===== src/rtl/seq_div_unit.sv =====
// Multi-cycle signed divider: restoring shift-subtract on operand magnitudes,
// one quotient bit per clock, followed by a sign fix-up cycle.
module seq_div_unit #(
    parameter int WIDTH = 32
) (
    input  logic             clk,
    input  logic             clr,
    input  logic             start,
    input  logic [WIDTH-1:0] dividend,
    input  logic [WIDTH-1:0] divisor,
    output logic [WIDTH-1:0] quotient,
    output logic [WIDTH-1:0] remainder,
    output logic             busy,
    output logic             calc_finished,
    output logic             div_by_zero
);

    localparam int CW = $clog2(WIDTH + 1);

    typedef enum logic [1:0] {
        IDLE = 2'd0,
        ITER = 2'd1,
        FIX  = 2'd2,
        DONE = 2'd3
    } state_t;

    state_t           state_q, state_d;
    logic [CW-1:0]    cnt_q, cnt_d;
    logic [WIDTH-1:0] rem_q, rem_d;
    logic [WIDTH-1:0] dvd_q, dvd_d;
    logic [WIDTH-1:0] dsr_q, dsr_d;
    logic             sign_dvd_q, sign_dvd_d;
    logic             sign_dsr_q, sign_dsr_d;
    logic             zero_q, zero_d;
    logic [WIDTH-1:0] quot_q, quot_d;
    logic [WIDTH-1:0] rout_q, rout_d;
    logic             busy_q, busy_d;
    logic             done_q, done_d;
    logic             dbz_q, dbz_d;

    logic [WIDTH:0]   rem_sh;
    logic [WIDTH:0]   rem_sub;
    logic             rem_ge;

    function automatic logic [WIDTH-1:0] magnitude(input logic [WIDTH-1:0] x);
        return x[WIDTH-1] ? (~x + 1'b1) : x;
    endfunction

    // rem_sh < 2*dsr, so the top bit of the difference is a clean borrow flag.
    assign rem_sh  = {rem_q, dvd_q[WIDTH-1]};
    assign rem_sub = rem_sh - {1'b0, dsr_q};
    assign rem_ge  = ~rem_sub[WIDTH];

    always_comb begin
        state_d    = state_q;
        cnt_d      = cnt_q;
        rem_d      = rem_q;
        dvd_d      = dvd_q;
        dsr_d      = dsr_q;
        sign_dvd_d = sign_dvd_q;
        sign_dsr_d = sign_dsr_q;
        zero_d     = zero_q;
        quot_d     = quot_q;
        rout_d     = rout_q;
        busy_d     = busy_q;
        done_d     = done_q;
        dbz_d      = dbz_q;

        case (state_q)
            IDLE, DONE: begin
                if (start) begin
                    sign_dvd_d = dividend[WIDTH-1];
                    sign_dsr_d = divisor[WIDTH-1];
                    zero_d     = (divisor == '0);
                    // Raw dividend kept for the divide-by-zero remainder.
                    dvd_d      = (divisor == '0) ? dividend : magnitude(dividend);
                    dsr_d      = magnitude(divisor);
                    rem_d      = '0;
                    cnt_d      = '0;
                    done_d     = 1'b0;
                    dbz_d      = 1'b0;
                    busy_d     = 1'b1;
                    state_d    = ITER;
                end
            end
            ITER: begin
                if (zero_q) begin
                    quot_d  = '1;
                    rout_d  = dvd_q;
                    dbz_d   = 1'b1;
                    done_d  = 1'b1;
                    busy_d  = 1'b0;
                    state_d = DONE;
                end else begin
                    rem_d = rem_ge ? rem_sub[WIDTH-1:0] : rem_sh[WIDTH-1:0];
                    dvd_d = {dvd_q[WIDTH-2:0], rem_ge};
                    cnt_d = cnt_q + 1'b1;
                    if (cnt_q == CW'(WIDTH - 1)) begin
                        state_d = FIX;
                    end
                end
            end
            FIX: begin
                quot_d  = (sign_dvd_q ^ sign_dsr_q) ? -dvd_q : dvd_q;
                rout_d  = sign_dvd_q ? -rem_q : rem_q;
                done_d  = 1'b1;
                busy_d  = 1'b0;
                state_d = DONE;
            end
            default: state_d = IDLE;
        endcase
    end

    always_ff @(posedge clk or negedge clr) begin
        if (!clr) begin
            state_q    <= IDLE;
            cnt_q      <= '0;
            rem_q      <= '0;
            dvd_q      <= '0;
            dsr_q      <= '0;
            sign_dvd_q <= 1'b0;
            sign_dsr_q <= 1'b0;
            zero_q     <= 1'b0;
            quot_q     <= '0;
            rout_q     <= '0;
            busy_q     <= 1'b0;
            done_q     <= 1'b0;
            dbz_q      <= 1'b0;
        end else begin
            state_q    <= state_d;
            cnt_q      <= cnt_d;
            rem_q      <= rem_d;
            dvd_q      <= dvd_d;
            dsr_q      <= dsr_d;
            sign_dvd_q <= sign_dvd_d;
            sign_dsr_q <= sign_dsr_d;
            zero_q     <= zero_d;
            quot_q     <= quot_d;
            rout_q     <= rout_d;
            busy_q     <= busy_d;
            done_q     <= done_d;
            dbz_q      <= dbz_d;
        end
    end

    assign quotient      = quot_q;
    assign remainder     = rout_q;
    assign busy          = busy_q;
    assign calc_finished = done_q;
    assign div_by_zero   = dbz_q;

endmodule


===== config.mk =====
export PLATFORM = sky130hd
export DESIGN_NAME = seq_div_unit
export DESIGN_NICKNAME = d
export VERILOG_FILES = /design/src/rtl/seq_div_unit.sv
export SDC_FILE = /design/constraint.sdc
export NUM_CORES = 1
export LEC_CHECK = 0
export CORE_MARGIN = 2
export CORE_UTILIZATION = 55
export CTS_CLUSTER_SIZE = 16
export DETAILED_ROUTE_END_ITERATION = 16
export GPL_ROUTABILITY_DRIVEN = 0
export PLACE_DENSITY_LB_ADDON = 0.25
export RECOVER_POWER = 100
export SYNTH_ARGS = -nofsm -noshare
export SYNTH_HDL_FRONTEND = slang
export SYNTH_SLANG_ARGS = --single-unit

===== constraint.sdc =====
create_clock -name clk -period 5.1 [get_ports clk]
set_input_delay 0.765 -clock clk [delete_from_list [all_inputs] [get_ports clk]]
set_output_delay 0.765 -clock clk [all_outputs]
set_load 0.05 [all_outputs]

# After elaboration in Yosys (flattened, before gate mapping)
# Cells that the tools add are included.
[op_classes] n_reduce_logical=11 muxes=30 n_addsub=6 bitwise_logic=4 n_eq_ne=8
[ops] operator="$mux 32" count=12
[ops] operator="$pmux 32 s2" count=4
[ops] operator="$add 32x1->32 const B" count=2
[ops] operator="$neg 32->32" count=2
[ops] operator="$not 32->32" count=2
[ops] operator="$sub 33x32->33" count=1
[ops] operator="$logic_not 32->1" count=1
[ops] operator="$mux 6" count=2
[ops] operator="$pmux 6 s2" count=1
[ops] operator="$reduce_and 2->1" count=4
[ops] operator="$add 6x1->6 const B" count=1
[ops] operator="$eq 6x5->1 const B" count=1
[ops] operator="$mux 2" count=3
[ops] operator="$ne 2x2->1 const B" count=3
[ops] operator="$pmux 1 s3" count=2
[ops] operator="$pmux 2 s3" count=1
[ops] operator="$reduce_and 3->1" count=2
[ops] operator="$eq 2x2->1 const B" count=2
[ops] operator="$mux 1" count=4
[ops] operator="$reduce_bool 2->1" count=2
[ops] operator="$ne 3x3->1 const B" count=1
[ops] operator="$eq 2x1->1 const B" count=1
[ops] operator="$logic_not 2->1" count=1
[ops] operator="$pmux 1 s2" count=1
[ops] operator="other kinds (3)" count=3
[totals] word_cells=72 inputBits=67 register_bits=174 out_inout_bits=67

# Depth between registers and ports, before layout
[logic_depth] word_depth=6 depth_mapped=13

# Worst setup path before layout
# No wires, ideal clock.
[synth_path] path_type="in2reg" startpoint="in divisor[8]" endpoint="reg dsr_q[29]" path_slack_ps=1789 path_stages=8 setup_ps=133 arrival_ps=3178 n_path_buf=0 required_time_ps=4967 path_cell_list="or4_1 -> or3_1 -> nand2b_1 -> or3_1 -> or4_1 -> o41ai_1 -> xor2_1 -> o21ai_0"
[synth_between] elab_chain_len=3
[synth_lines] item="from (decl)" line_no="10" rtl="input logic [WIDTH-1:0] divisor,"
[synth_lines] item="$not 32->32" line_no="46" rtl="return x[WIDTH-1] ? (~x + 1'b1) : x;"
[synth_lines] item="$add 32x1->32" line_no="46"
[synth_lines] item="$mux 32" line_no="46"
[synth_lines] item="to (signal assigned)" line_no="134" rtl="dsr_q <= dsr_d;"
[synth_lines] item="to (decl)" line_no="31" rtl="logic [WIDTH-1:0] dsr_q, dsr_d;"
# No other way between the ends.
# A chain may end at the register's enable or synchronous reset.

# Worst setup path after layout
[layout_path] startpoint="reg state_q[1]" endpoint="reg rem_q[27]"
[layout_between] elab_chain_len=4 word_cells_on_any_way=9 classes_between="eq/ne (4); mux (1); reduce/logical (4)"
[layout_lines] item="from (decl)" line_no="27" rtl="state_t state_q, state_d;"
[layout_lines] item="from (signal assigned)" line_no="130" rtl="state_q <= state_d;"
[layout_lines] item="$eq 2x2->1 / $logic_not 2->1 (equally long branches)" line_no="69" rtl="case (state_q)"
[layout_lines] item="$reduce_or 2->1" line_no="69"
[layout_lines] item="$ne 2x2->1 (no source line) / $reduce_bool 2->1 (equally long branches)"
[layout_lines] item="$reduce_and 3->1 (no source line)"
[layout_lines] item="to (signal assigned)" line_no="132" rtl="rem_q <= rem_d;"
[layout_lines] item="to (decl)" line_no="29" rtl="logic [WIDTH-1:0] rem_q, rem_d;"
# Parallel ways exist; a longest one is shown, timed or not.

==> out/qor.yml <==
io_buffers: 133
slew_violations: 274
wl_met3_mm: 1.900
p_per_area_nw_per_um2: 641.3
wirelength_mm: 28.69
leakage_nw: 5.866
cts_buffers: 17
hold_buffers: 0
h-tree-depth: 4
grt_pass1_wl_mm: 47.55
yosys_warnings: 0
start_util_pct: 55.53
dieHeight_um: 149.0
end_kind: "register"
ctsResizeCount: 0
critPathMaxStageDelay_ns: 1.15
vias_per_cell: 5.875
fp.dieArea_um2: 22200
period_share_pct: 82.84
skew_ns: 0.009181
core_area_um2: 20820
met1Wirelength_mm: 13.01
hpwl_mm: 21.21
max-vdd-ir-drop_mv: 0.3051
clkPwrFrac_pct: 14.4
finalHoldViolCount: 0
synth_ff_type: "dfrtp_1"
max_clock_freq_mhz: 236.7
post-route-util_pct: 65.32
grt_pass1_vias: 9507
chipWidth_um: 149.0
p_sw_share_pct: 49.06
worst_slew_pin_slew_ns: 2.149
fin_area_um2: 13600
nets: 1563
avgSynthCellArea_um2: 8.464
syn_to_final_growth_pct: 17.63
drt_iter0_markers: 760
layout_common_cells: "212 x nand2_1, 192 x o21ai_0, 174 x dfrtp_1, 88 x xor2_1, 83 x nor2_1"
setup_ws_ns: 0.8751
rsz0062_at_grt: "no"
clock_sinks: 174
top_layer: "met4"
required_ns: 5.46
finalSetupTns_ns: 0
detail_route.wl_per_cell_um: 16.45
critPathMaxFanout: 54
grt_usage_pct: 26.58
drive_gt1_share_pct: 4.221
ant_nets: 0
clkTransAtPathRegs_ns: 0.07
syn-instance-count: 1366
startpoint_type: "register"
num_rows: 53
cts_tree: "built"
grt_max_degree: 89
seqPwrFrac_pct: 28.4
worstPathArrival_ns: 4.58
drcViolationCount: 0
antenna_cells: 0
switching_power_w: 0.004279
worstPathCellList: "inv_1, ha_1, buf_4, nand2_1, nand2b_1, clkbuf_1, a32oi_1, nand3_1"
pre_cts_ws_ns: 1.015
post_cts_buffers: 0
ys_ff_latch: 174
netlist_area_um2: 11560
fin_crit_ns: 4.225
violations: "max-capacitance violations, max-slew violations"
path_class: "reg2reg"
seq_area_frac_synth_pct: 37.66
synth_edf_count: 0
synth_cell_types: 61
setup_viol: 0
grt_antenna_before_repair: 0
synth_nets: 1473
cts-root-buf: "clkbuf_16"
async_flop_share_pct: 100.0
max-cap-violations: 5
via_count: 10246
path_buf_inv: 3
layout_commonest_cell: "nand2_1"
overflow: 0
drtPass1Iterations: 5
cts_buffer_depth: 2
num_io_pins: 134
cp_top_family: "buffers and inverters"
hold_path.class: "in2async"
p_int_w: 0.004443
slew_headroom_pct: -43.25
r2r_slack_ns: 0.88
nFillCells: 1721
combPwrFrac_pct: 57.2
slowest_stage: "nand2b_1"
met2_length_mm: 13.17
dp_cells: 1712
placed_cell_area_um2: 13070
layout.cells.non_filler: 1744
insertion_delay_ns: 0.43
outcome: "complete, but fails checks"
## worst reg2reg max path: stages (launching register included)
cell and delay, ns:
dfrtp_1 0.38, inv_1 0.08, ha_1 0.24, buf_4 0.56, nand2_1 0.28, nand2b_1 1.15
clkbuf_1 1.12, a32oi_1 0.16, nand3_1 0.18
## cells by family after synthesis
logic type	count (synthesis)	synth area share [%]
multiplexers	44	3.917
buffers and inverters	121	3.950
AO/OA/AOI/OAI	423	22.41
XOR/XNOR	150	11.36
flip-flops	174	37.66
AND/OR/NAND/NOR	414	16.31
adder cells (fa/ha/maj)	40	4.393
## layer usage
metal	track usage, %	vias to the layer above
met5	0	-
met4	8.619	0
met3	3.547	46
met2	42.56	384
met1	37.58	4761
li1	-	5055
## layout make-up
cell class	instances	area (um^2)	area share, %
Tap cell	275	344.1	2.530
Inverter	48	180.2	1.325
Multi-Input combinational cell	1071	6751	49.64
Clock buffer	18	429.2	3.155
Clock inverter	14	136.4	1.003
Sequential cell	174	4354	32.01
Timing Repair Buffer	144	1405	10.33
## flip-flops by register name (all words and copies together) (netlist names)
name / count
dsr_q: 32
dvd_q: 32
quotient: 32
rem_q: 32
remainder: 32
cnt_q: 6
state_q: 2
busy: 1
calc_finished: 1
div_by_zero: 1
sign_dsr_q: 1
sign_dvd_q: 1
zero_q: 1
## stage by stage
stage	hold WS, ns	total power [W]
finish	0.3510	0.008722
global placement	0.4530	0.007406
detailed placement	0.4579	0.007566
global route	0.4312	0.009358
CTS	0.4087	0.008830
floorplan	0.4432	0.006133
## power by group through the flow
stage,registers [W],clock network [W],logic [W]
global route,0.00256,0.00133,0.00547
finish,0.00248,0.00125,0.00499
global placement,0.00248,0,0.00493
detailed placement,0.00250,0,0.00506
CTS,0.00248,0.00126,0.00509
floorplan,0.00313,0,0.00301
## Yosys cell counts (all sizes together) (11+ instances only)
cell type | instances | area [um^2]
a21o | 15 | 112.6
a21oi | 81 | 405.4
clkbuf | 65 | 244.0
dfrtp | 174 | 4354
ha | 39 | 488.0
inv | 47 | 176.4
mux2i | 34 | 340.3
nand2 | 212 | 795.8
nand3 | 15 | 75.07
nor2 | 83 | 311.6
nor3 | 17 | 85.08
o21ai | 192 | 960.9
o22a | 32 | 280.3
o31ai | 32 | 245.2
o41ai | 19 | 173.9
or3 | 11 | 78.82
or4 | 17 | 135.1
xnor2 | 62 | 543.0
xor2 | 88 | 770.7
## path summary, 6_finish.rpt
path / start / endpoint / cells past startpoint
hold / removal: clr / quotient[3] / 1
setup / recovery: state_q[1] / rem_q[27] / 8
hold reg to reg: remainder[9] / remainder[9] / 2
max in group asynchronous: clr / dvd_q[21] / 2
min in group clk: remainder[9] / remainder[9] / 2
setup reg to reg: state_q[1] / rem_q[27] / 8
Power figures use the tool's default switching activity.
